==> src/rtl/jtframe_dwnld_prog.sv <==
// ---------------------------------------------------------------------------
// jtframe_dwnld_prog
//
// Turns byte-wide ROM download writes into SDRAM programming requests.
// The file header is stripped, the image is split into four SDRAM banks,
// and bytes are buffered in a small FIFO so that SDRAM back-pressure does
// not lose data. Each request is held until the controller accepts it,
// followed by a one-cycle gap.
//
// Optional feature macro: JTFRAME_DWNLD_SWAB_EN
//   defined   -> odd bytes go to the low lane (mask 2'b10), even bytes to
//                the high lane (mask 2'b01), for byte-swapped images.
//   undefined -> even byte to low lane (2'b10), odd byte to high lane (2'b01).
//
// Ports:
//   clk          single clock (ROM download domain)
//   rst          synchronous reset, active-high
//   downloading  ROM download in progress
//   ioctl_addr   byte address of the download byte (25 bits)
//   ioctl_data   download byte
//   ioctl_rom_wr one-cycle strobe, address/data valid
//   prog_addr    SDRAM word address within the bank (22 bits)
//   prog_data    byte to write
//   prog_mask    byte-lane mask, active-low, bit0 = low lane
//   prog_bank    SDRAM bank
//   prog_we      write request, held until accepted
//   prog_rdy     controller accepts the request when prog_we=1
//   dwnld_busy   download or SDRAM programming still in progress
//   overflow     sticky, a byte was dropped on a full FIFO
// ---------------------------------------------------------------------------
module jtframe_dwnld_prog #(
  parameter logic [24:0] HEADER    = 25'd0,
  parameter logic [24:0] BA1_START = 25'h100000,
  parameter logic [24:0] BA2_START = 25'h200000,
  parameter logic [24:0] BA3_START = 25'h300000,
  parameter int          FIFO_AW   = 2
) (
  input  logic        clk,
  input  logic        rst,
  input  logic        downloading,
  input  logic [24:0] ioctl_addr,
  input  logic [7:0]  ioctl_data,
  input  logic        ioctl_rom_wr,
  output logic [21:0] prog_addr,
  output logic [7:0]  prog_data,
  output logic [1:0]  prog_mask,
  output logic [1:0]  prog_bank,
  output logic        prog_we,
  input  logic        prog_rdy,
  output logic        dwnld_busy,
  output logic        overflow
);

  localparam int                 DEPTH   = 2 ** FIFO_AW;
  localparam logic [FIFO_AW:0]   CNT_MAX = (FIFO_AW + 1)'(DEPTH);
  localparam logic [FIFO_AW:0]   CNT_ONE = (FIFO_AW + 1)'(1);
  localparam logic [FIFO_AW-1:0] PTR_ONE = FIFO_AW'(1);

  typedef struct packed {
    logic [21:0] addr;
    logic [1:0]  mask;
    logic [1:0]  bank;
    logic [7:0]  data;
  } entry_t;

  typedef enum logic [1:0] {
    S_IDLE = 2'd0,
    S_REQ  = 2'd1,
    S_GAP  = 2'd2
  } state_t;

  // Active-low lane mask for a byte, honouring the optional byte swap.
  function automatic logic [1:0] lane_mask(input logic odd);
`ifdef JTFRAME_DWNLD_SWAB_EN
    lane_mask = odd ? 2'b10 : 2'b01;
`else
    lane_mask = odd ? 2'b01 : 2'b10;
`endif
  endfunction

  // FIFO storage and pointers
  entry_t             r_mem [DEPTH];
  logic [FIFO_AW-1:0] r_wr_ptr;
  logic [FIFO_AW-1:0] r_rd_ptr;
  logic [FIFO_AW:0]   r_count;

  // Output stage
  state_t      r_state;
  logic        r_we;
  logic [21:0] r_addr;
  logic [7:0]  r_data;
  logic [1:0]  r_mask;
  logic [1:0]  r_bank;
  logic        r_busy;
  logic        r_overflow;

  // Push-side address arithmetic
  logic        w_accept;
  logic [24:0] w_a;
  logic [1:0]  w_bank;
  logic [22:0] w_start;
  logic [22:0] w_off;
  entry_t      w_new;
  entry_t      w_head;
  logic        w_empty;
  logic        w_full;
  logic        w_pop;
  logic        w_push;
  logic        w_drop;

  assign w_accept = ioctl_rom_wr & downloading & (ioctl_addr >= HEADER);
  assign w_a      = ioctl_addr - HEADER;

  // Bank select and bank start offset (only the low 23 bits of the offset matter).
  always_comb begin
    w_bank  = 2'd0;
    w_start = 23'd0;
    if (w_a >= BA3_START) begin
      w_bank  = 2'd3;
      w_start = BA3_START[22:0];
    end else if (w_a >= BA2_START) begin
      w_bank  = 2'd2;
      w_start = BA2_START[22:0];
    end else if (w_a >= BA1_START) begin
      w_bank  = 2'd1;
      w_start = BA1_START[22:0];
    end else begin
      w_bank  = 2'd0;
      w_start = 23'd0;
    end
  end

  // Offset within the bank wraps at 8 MB, so modulo-2^23 subtraction suffices.
  assign w_off      = w_a[22:0] - w_start;
  assign w_new.addr = w_off[22:1];
  assign w_new.mask = lane_mask(w_off[0]);
  assign w_new.bank = w_bank;
  assign w_new.data = ioctl_data;

  assign w_head  = r_mem[r_rd_ptr];
  assign w_empty = (r_count == {(FIFO_AW + 1){1'b0}});
  assign w_full  = (r_count == CNT_MAX);
  assign w_pop   = (r_state == S_IDLE) & ~w_empty;
  // A pop in the same cycle frees a slot, so a full FIFO can still accept.
  assign w_push  = w_accept & (~w_full | w_pop);
  assign w_drop  = w_accept & w_full & ~w_pop;

  // FIFO data array; contents need no reset, only the pointers do.
  always_ff @(posedge clk) begin
    if (w_push) begin
      r_mem[r_wr_ptr] <= w_new;
    end
  end

  // FIFO pointers and occupancy.
  always_ff @(posedge clk) begin
    if (rst) begin
      r_wr_ptr <= {FIFO_AW{1'b0}};
      r_rd_ptr <= {FIFO_AW{1'b0}};
      r_count  <= {(FIFO_AW + 1){1'b0}};
    end else begin
      if (w_push) begin
        r_wr_ptr <= r_wr_ptr + PTR_ONE;
      end
      if (w_pop) begin
        r_rd_ptr <= r_rd_ptr + PTR_ONE;
      end
      case ({w_push, w_pop})
        2'b10:   r_count <= r_count + CNT_ONE;
        2'b01:   r_count <= r_count - CNT_ONE;
        default: r_count <= r_count;
      endcase
    end
  end

  // Request state machine with registered outputs.
  always_ff @(posedge clk) begin
    if (rst) begin
      r_state <= S_IDLE;
      r_we    <= 1'b0;
      r_addr  <= 22'd0;
      r_data  <= 8'd0;
      r_mask  <= 2'b11;
      r_bank  <= 2'd0;
    end else begin
      case (r_state)
        S_IDLE: begin
          if (!w_empty) begin
            r_addr  <= w_head.addr;
            r_mask  <= w_head.mask;
            r_bank  <= w_head.bank;
            r_data  <= w_head.data;
            r_we    <= 1'b1;
            r_state <= S_REQ;
          end else begin
            r_state <= S_IDLE;
          end
        end
        S_REQ: begin
          if (prog_rdy) begin
            r_we    <= 1'b0;
            r_state <= S_GAP;
          end else begin
            r_state <= S_REQ;
          end
        end
        S_GAP: begin
          r_state <= S_IDLE;
        end
        default: begin
          r_we    <= 1'b0;
          r_state <= S_IDLE;
        end
      endcase
    end
  end

  // Busy flag and sticky overflow.
  always_ff @(posedge clk) begin
    if (rst) begin
      r_busy     <= 1'b0;
      r_overflow <= 1'b0;
    end else begin
      r_busy <= downloading | ~w_empty | (r_state != S_IDLE);
      if (w_drop) begin
        r_overflow <= 1'b1;
      end
    end
  end

  assign prog_addr  = r_addr;
  assign prog_data  = r_data;
  assign prog_mask  = r_mask;
  assign prog_bank  = r_bank;
  assign prog_we    = r_we;
  assign dwnld_busy = r_busy;
  assign overflow   = r_overflow;

endmodule

==> config.mk <==
export PLATFORM = sky130hd
export DESIGN_NAME = jtframe_dwnld_prog
export DESIGN_NICKNAME = d
export VERILOG_FILES = /design/src/rtl/jtframe_dwnld_prog.sv
export SDC_FILE = /design/constraint.sdc
export NUM_CORES = 1
export LEC_CHECK = 0
export CAP_MARGIN = 15
export CORE_MARGIN = 2
export CORE_UTILIZATION = 35
export CTS_BUF_LIST = sky130_fd_sc_hd__clkbuf_4 sky130_fd_sc_hd__clkbuf_8
export CTS_CLUSTER_SIZE = 10
export DETAILED_ROUTE_END_ITERATION = 6
export DONT_BUFFER_PORTS = 1
export HOLD_SLACK_MARGIN = 0.08
export PLACE_DENSITY_LB_ADDON = 0.05
export SETUP_SLACK_MARGIN = 0.4
export SLEW_MARGIN = 20
export SYNTH_ARGS = -nofsm -noshare
export SYNTH_HDL_FRONTEND = slang
export SYNTH_SLANG_ARGS = --single-unit
==> constraint.sdc <==
create_clock -name clk -period 3.7 [get_ports clk]
set_input_delay 0.74 -clock clk [delete_from_list [all_inputs] [get_ports clk]]
set_output_delay 0.74 -clock clk [all_outputs]
set_load 0.005 [all_outputs]
# [After elaboration in Yosys (flattened, before gate mapping)]
# Memories as Yosys holds them, arrays and structs flattened. A register that Yosys moved wholly into a read port is not among the register bits.
# Index checks and enable logic that the tools add are counted.
[classes] addsub=5 order_cmp=4 n_eq_ne=7 mux=16 bitwise_logic=13 n_reduce_logical=6
[op_table] cell="$ge A25 B22 Y1 const B" count=2
[op_table] cell="$mux W22" count=2
[op_table] cell="$ge A25 B1 Y1 const B" count=1
[op_table] cell="$ge A25 B21 Y1 const B" count=1
[op_table] cell="$sub A23 B23 Y23" count=1
[op_table] cell="$mux W21" count=1
[op_table] cell="$mux W2" count=4
[op_table] cell="$and A1 B1 Y1" count=6
[op_table] cell="$mux W1" count=6
[op_table] cell="$pmux W3 S2" count=1
[op_table] cell="$add A2 B1 Y2 const B" count=2
[op_table] cell="$eq A2 B1 Y1 const B" count=2
[op_table] cell="$eq A2 B2 Y1 const B" count=2
[op_table] cell="$ne A2 B2 Y1 const B" count=2
[op_table] cell="$not A1 Y1" count=4
[op_table] cell="$pmux W2 S2" count=1
[op_table] cell="$reduce_bool A2 Y1" count=2
[op_table] cell="$add A3 B1 Y3 const B" count=1
[op_table] cell="$eq A3 B3 Y1 const B" count=1
[op_table] cell="$logic_not A3 Y1" count=1
[op_table] cell="$or A1 B1 Y1" count=3
[op_table] cell="$pmux W1 S3" count=1
[op_table] cell="$reduce_and A3 Y1" count=1
[op_table] cell="$sub A3 B1 Y3 const B" count=1
[op_table] cell="other kinds (2)" count=2
[totals] ff_bits=12 ram_bits=136 output_inout_bits=37 elab_cells=59 mem_count=1
[memory_table] memory="r_mem" depth=4 width=34 rd=1 rd_ports_with_merged_regs=1 wr=1 line="82" rtl="entry_t r_mem [DEPTH];"

# [Logic depth before layout (Yosys ltp)]
[logic_depth] depth_word=7 depth_mapped=10

# [Worst setup path after synthesis]
# OpenSTA, ideal clock, no wires.
[synth_path] path_type="input -> register" from="in ioctl_rom_wr" to="mem r_mem[0][0] in the netlist's numbering (enable)" arrival_ps=1950 t_required_ps=3306 setup_slack_ps=1356 cell_stages=3 n_path_buf=0 cell_sequence="nand2_2 > a31oi_4 > and2_1"
[synth_via] elab_chain_len=5
[synth_lines] item="start, declared" line="43" rtl="input logic ioctl_rom_wr,"
[synth_lines] item="$and A1 B1 Y1 (2 in a row)" line="111" rtl="assign w_accept = ioctl_rom_wr & downloading & (ioctl_addr >= HEADER);"
[synth_lines] item="$and A1 B1 Y1" line="145" rtl="assign w_push = w_accept & (~w_full | w_pop);"
[synth_lines] item="$mux W1" line="150" rtl="if (w_push) begin"
[synth_lines] item="$mux W1 (not written as such)" line="151" rtl="r_mem[r_wr_ptr] <= w_new;"
[synth_lines] item="end, declared" line="82"
# Every way passes these cells.

# [Worst setup path in the final report]
[layout_path] from="reg r_state[1]" to="mem r_mem[0][31] in the netlist's numbering (enable)"
[layout_via] elab_chain_len=6
[layout_lines] item="start, declared" line="88" rtl="state_t r_state;"
[layout_lines] item="start signal, assigned" line="179" rtl="r_state <= S_IDLE;"
[layout_lines] item="start signal, assigned" line="194" rtl="r_state <= S_REQ;"
[layout_lines] item="start signal, assigned" line="196" rtl="r_state <= S_IDLE;"
[layout_lines] item="$logic_not A2 Y1" line="143" rtl="assign w_pop = (r_state == S_IDLE) & ~w_empty;"
[layout_lines] item="$and A1 B1 Y1" line="143"
[layout_lines] item="$or A1 B1 Y1" line="145"
[layout_lines] item="$and A1 B1 Y1" line="145"
[layout_lines] item="$mux W1" line="150"
[layout_lines] item="$mux W1 (not written as such)" line="151"
# Every way passes these cells.

==> parameters.txt <==
Parameter                              Value

Status
  Result of the run ... complete, no violations

Global routing
  Via count of the first global-routing pass ... 3518
  Maximum number of pins on one net before global-route repair ... 49
  All-Layer GR Usage ... 0.1403
  Antenna violations before repair ... 0
  Residual overflow from global routing ... 0
  Wire length of the first global-routing pass ... 22080 µm

Placed design
  RD Place Congestion ... 0.7267
  Port Buf Inserts ... 0
  Half-perimeter wire length after placement ... 8339 µm

Synth
  Top post-synthesis cells by area ... edfxtp_1, dfxtp_1, mux4_2
  Library cells used by synthesis ... 39
  Count of yosys warnings during synthesis ... 0
  Post-synth top area cell ... edfxtp_1
  Most frequently used flop master after synthesis ... edfxtp_1
  Flops & latches, synth ... 182
  Share of async-settable or async-resettable flops after synthesis ... 0
  Average instance area after synthesis ... 16.67 µm²
  Portion of the post-synthesis area used by sequential elements ... 0.7149
  Leading cell type by number of instances after synthesis ... edfxtp_1
  Commonest cells in the synthesized netlist ... edfxtp_1, nand2_1, dfxtp_1, mux4_2, a21oi_2
  Count of flip-flops with a built-in enable after synthesis ... 136
  Synth top area share ... 0.5834
  Synthesized netlist cell count ... 420
  Netlist area before placement ... 7000 µm²
  Total nets after synthesis ... 465

Drt
  DR vias ... 3392
  Antenna Violating Nets Remaining ... 0
  Via density per instance ... 4.825
  Final routed wirelength across all metal layers ... 14100 µm
  DRC violations left ... 0
  Routed wire length per instance ... 20.06 µm
  Drt initial violations ... 161
  Initial DRT Pass Iterations ... 4

Power
  Pwr Total ... 0.005371 W
  Static Leak ... 2.409 nW
  Total power per unit cell area ... 701.4 nW/µm²
  Maximum VDD drop ... 0.2282 mV

Timing
  Max-slew headroom ... 0.2910
  Max Slew Vio Count ... 0
  Final Hold Violating Endpoints ... 0
  Total Neg Setup Slack ... 0 ps
  Fmax achieved ... 420.1 MHz
  Crit share post-route ... 0.6433
  Final critical path time including I/O delays and setup ... 2380 ps
  Transition at the pin with the smallest max-transition slack ... 1064 ps
  Unrepaired setup endpoints after global routing ... no
  Largest clock skew in the final design ... 17.72 ps
  # setup viols final ... 0

Clock tree
  Clock insertion delay at the later pin of the skew report ... 460 ps
  Number of buffers inserted to repair setup after CTS ... 0
  Post-cts sizing count ... 0
  Sinks on Clock Net ... 182
  Number of buffers created by CTS ... 17
  Clock tree from TritonCTS ... yes
  Maximum buffer depth of the clock tree ... 2
  Hold buffer count at cts ... 0
  Depth of the CTS H-tree ... 4
  Clock slew seen by the registers of the worst setup and hold paths ... 100 ps
  Clock Root Buffer ... clkbuf_8

Floorplanning
  Initial cell density of the core ... 0.3585
  Die span in x ... 145.4 µm
  Floorplan die height ... 145.4 µm
  Floorplan core area ... 19530 µm²
  Die ar. ... 21150 µm²
  Row Count ... 51
  IO Pins ... 75

Critical path
  Worst path max stage delay ... 710 ps
  Ordered list of cells on the worst path ... or2_0 > a31oi_4 > and2_2 > buf_4
  Number of buffer and inverter stages on the critical path ... 1
  Largest fanout on the critical path ... 24
  Kind of capture point of the worst setup path ... flip-flop
  Destination of the worst register-to-register timing path ... r_mem[0][31]
  RR Startpoint ... r_state[1]
  Critical Path AT ... 2540 ps
  R2R Setup Slk ... 1320 ps
  Top Family by Delay on Critical Path ... simple AND/OR/NAND/NOR gates
  Worst Reg2Reg Path Length in Cells ... 4
  Crit path launch type ... flip-flop
  Critical path required time ... 3860 ps
  Crit path from ... r_state[1]
  CP Class ... flip-flop to flip-flop
  Max stage delay cell, worst path ... and2_2

Layout
  Final-stage net count ... 470
  Ratio of cells with drive above 1 in the final layout ... 0.2580
  Inserted Diodes ... 0
  Growth of design area from synthesis to finish ... 9.383%

Hold path
  Hold path startpoint ... rst
  Depth of the worst hold-timing path ... 1
  Min-delay worst type ... input port to flip-flop
  Endpoint of the worst hold-timing path ... prog_addr[9]

Flow run
  Maxcap violations ... 0
==> cell type report <==
| type | count | area [µm²] |
|---|---|---|
| sequential | 182 | 5010 |
| inverter | 9 | 33.78 |
| multi-input combinational | 206 | 1802 |
| clock buffer | 17 | 234.0 |
| clock inverter | 15 | 178.9 |
| timing repair buffer | 9 | 67.56 |
| fill | 1864 | 11870 |
| tap | 265 | 331.6 |
==> how the worst max path moves through the flow <==
stage,slack (ps),end,cells past startpoint
5_1_grt,1180,r_mem[0][31],4
6_report,1320,r_mem[0][31],4
3_5_place_dp,1220,r_mem[0][2],4
2_1_floorplan,1360,r_mem[0][0],3
3_3_place_gp,1270,r_mem[0][10],4
4_1_cts,1270,r_mem[0][2],4
==> report_power, final <==
group / internal, W / switching (W) / leakage, nW / total [W]
Sequential: 0.00245 / 0.000322 / 1.61 / 0.00277
Combinational: 0.000530 / 0.000671 / 0.596 / 0.00120
Clock: 0.000631 / 0.000771 / 0.205 / 0.00140
==> cells in the final DEF (no fill, tap or decap), drive strengths merged, types with 3 or more instances in the layout <==
master | Yosys | final
a31oi | 3 | 3
and2 | 5 | 5
buf | 18 | 9
edfxtp | 136 | 136
clkbuf | 5 | 17
ha | 5 | 5
dfxtp | 46 | 46
xnor2 | 4 | 4
mux4 | 34 | 34
nor3 | 5 | 5
nand3 | 4 | 4
inv | 9 | 19
o21ai | 5 | 5
a21oi | 37 | 37
nor2 | 12 | 12
nand2 | 73 | 73
==> kinds of logic after synthesis <==
group,Yosys count,synth area share
buffers and inverters,32,0.02842
muxes,35,0.1108
and+or+nand+nor,107,0.06756
xor gates and xnor gates,5,0.006255
AOI/OAI and AO/OA,52,0.05737
DFF,182,0.7149
adders and majority gates,7,0.01466
==> per-layer routing <==
metal | GRT usage | vias up | wire length [µm]
met4 | 0.03824 | 0 | 129
met1 | 0.1949 | 1739 | 6814
li1 | - | 1584 | -
met2 | 0.2123 | 60 | 6502
met3 | 0.04702 | 9 | 653
met5 | 0 | - | 0
==> sequential cells by signal, indices dropped and copies added (netlist names) <==
| name | flops |
|---|---|
| overflow | 1 |
| prog_bank | 2 |
| prog_mask | 2 |
| r_mem | 136 |
| r_wr_ptr | 2 |
| prog_addr | 22 |
| prog_data | 8 |
| r_count | 3 |
| dwnld_busy | 1 |
| r_state | 2 |
| r_rd_ptr | 2 |
| prog_we | 1 |
==> per-stage QoR <==
step	cell area [µm²]	std cells	utilization	hold WS, ps	setup slack, ps
3_5_place_dp	7244	671	0.3710	464.9	1224
2_1_floorplan	7000	420	-	452.7	1356
4_1_cts	7657	703	0.3922	299.9	1268
5_1_grt	7657	703	0.3922	287.0	1182
3_3_place_gp	7244	671	0.3710	458.9	1273
6_report	7657	703	0.3922	340.4	1320
Power figures use the tool's default switching activity.
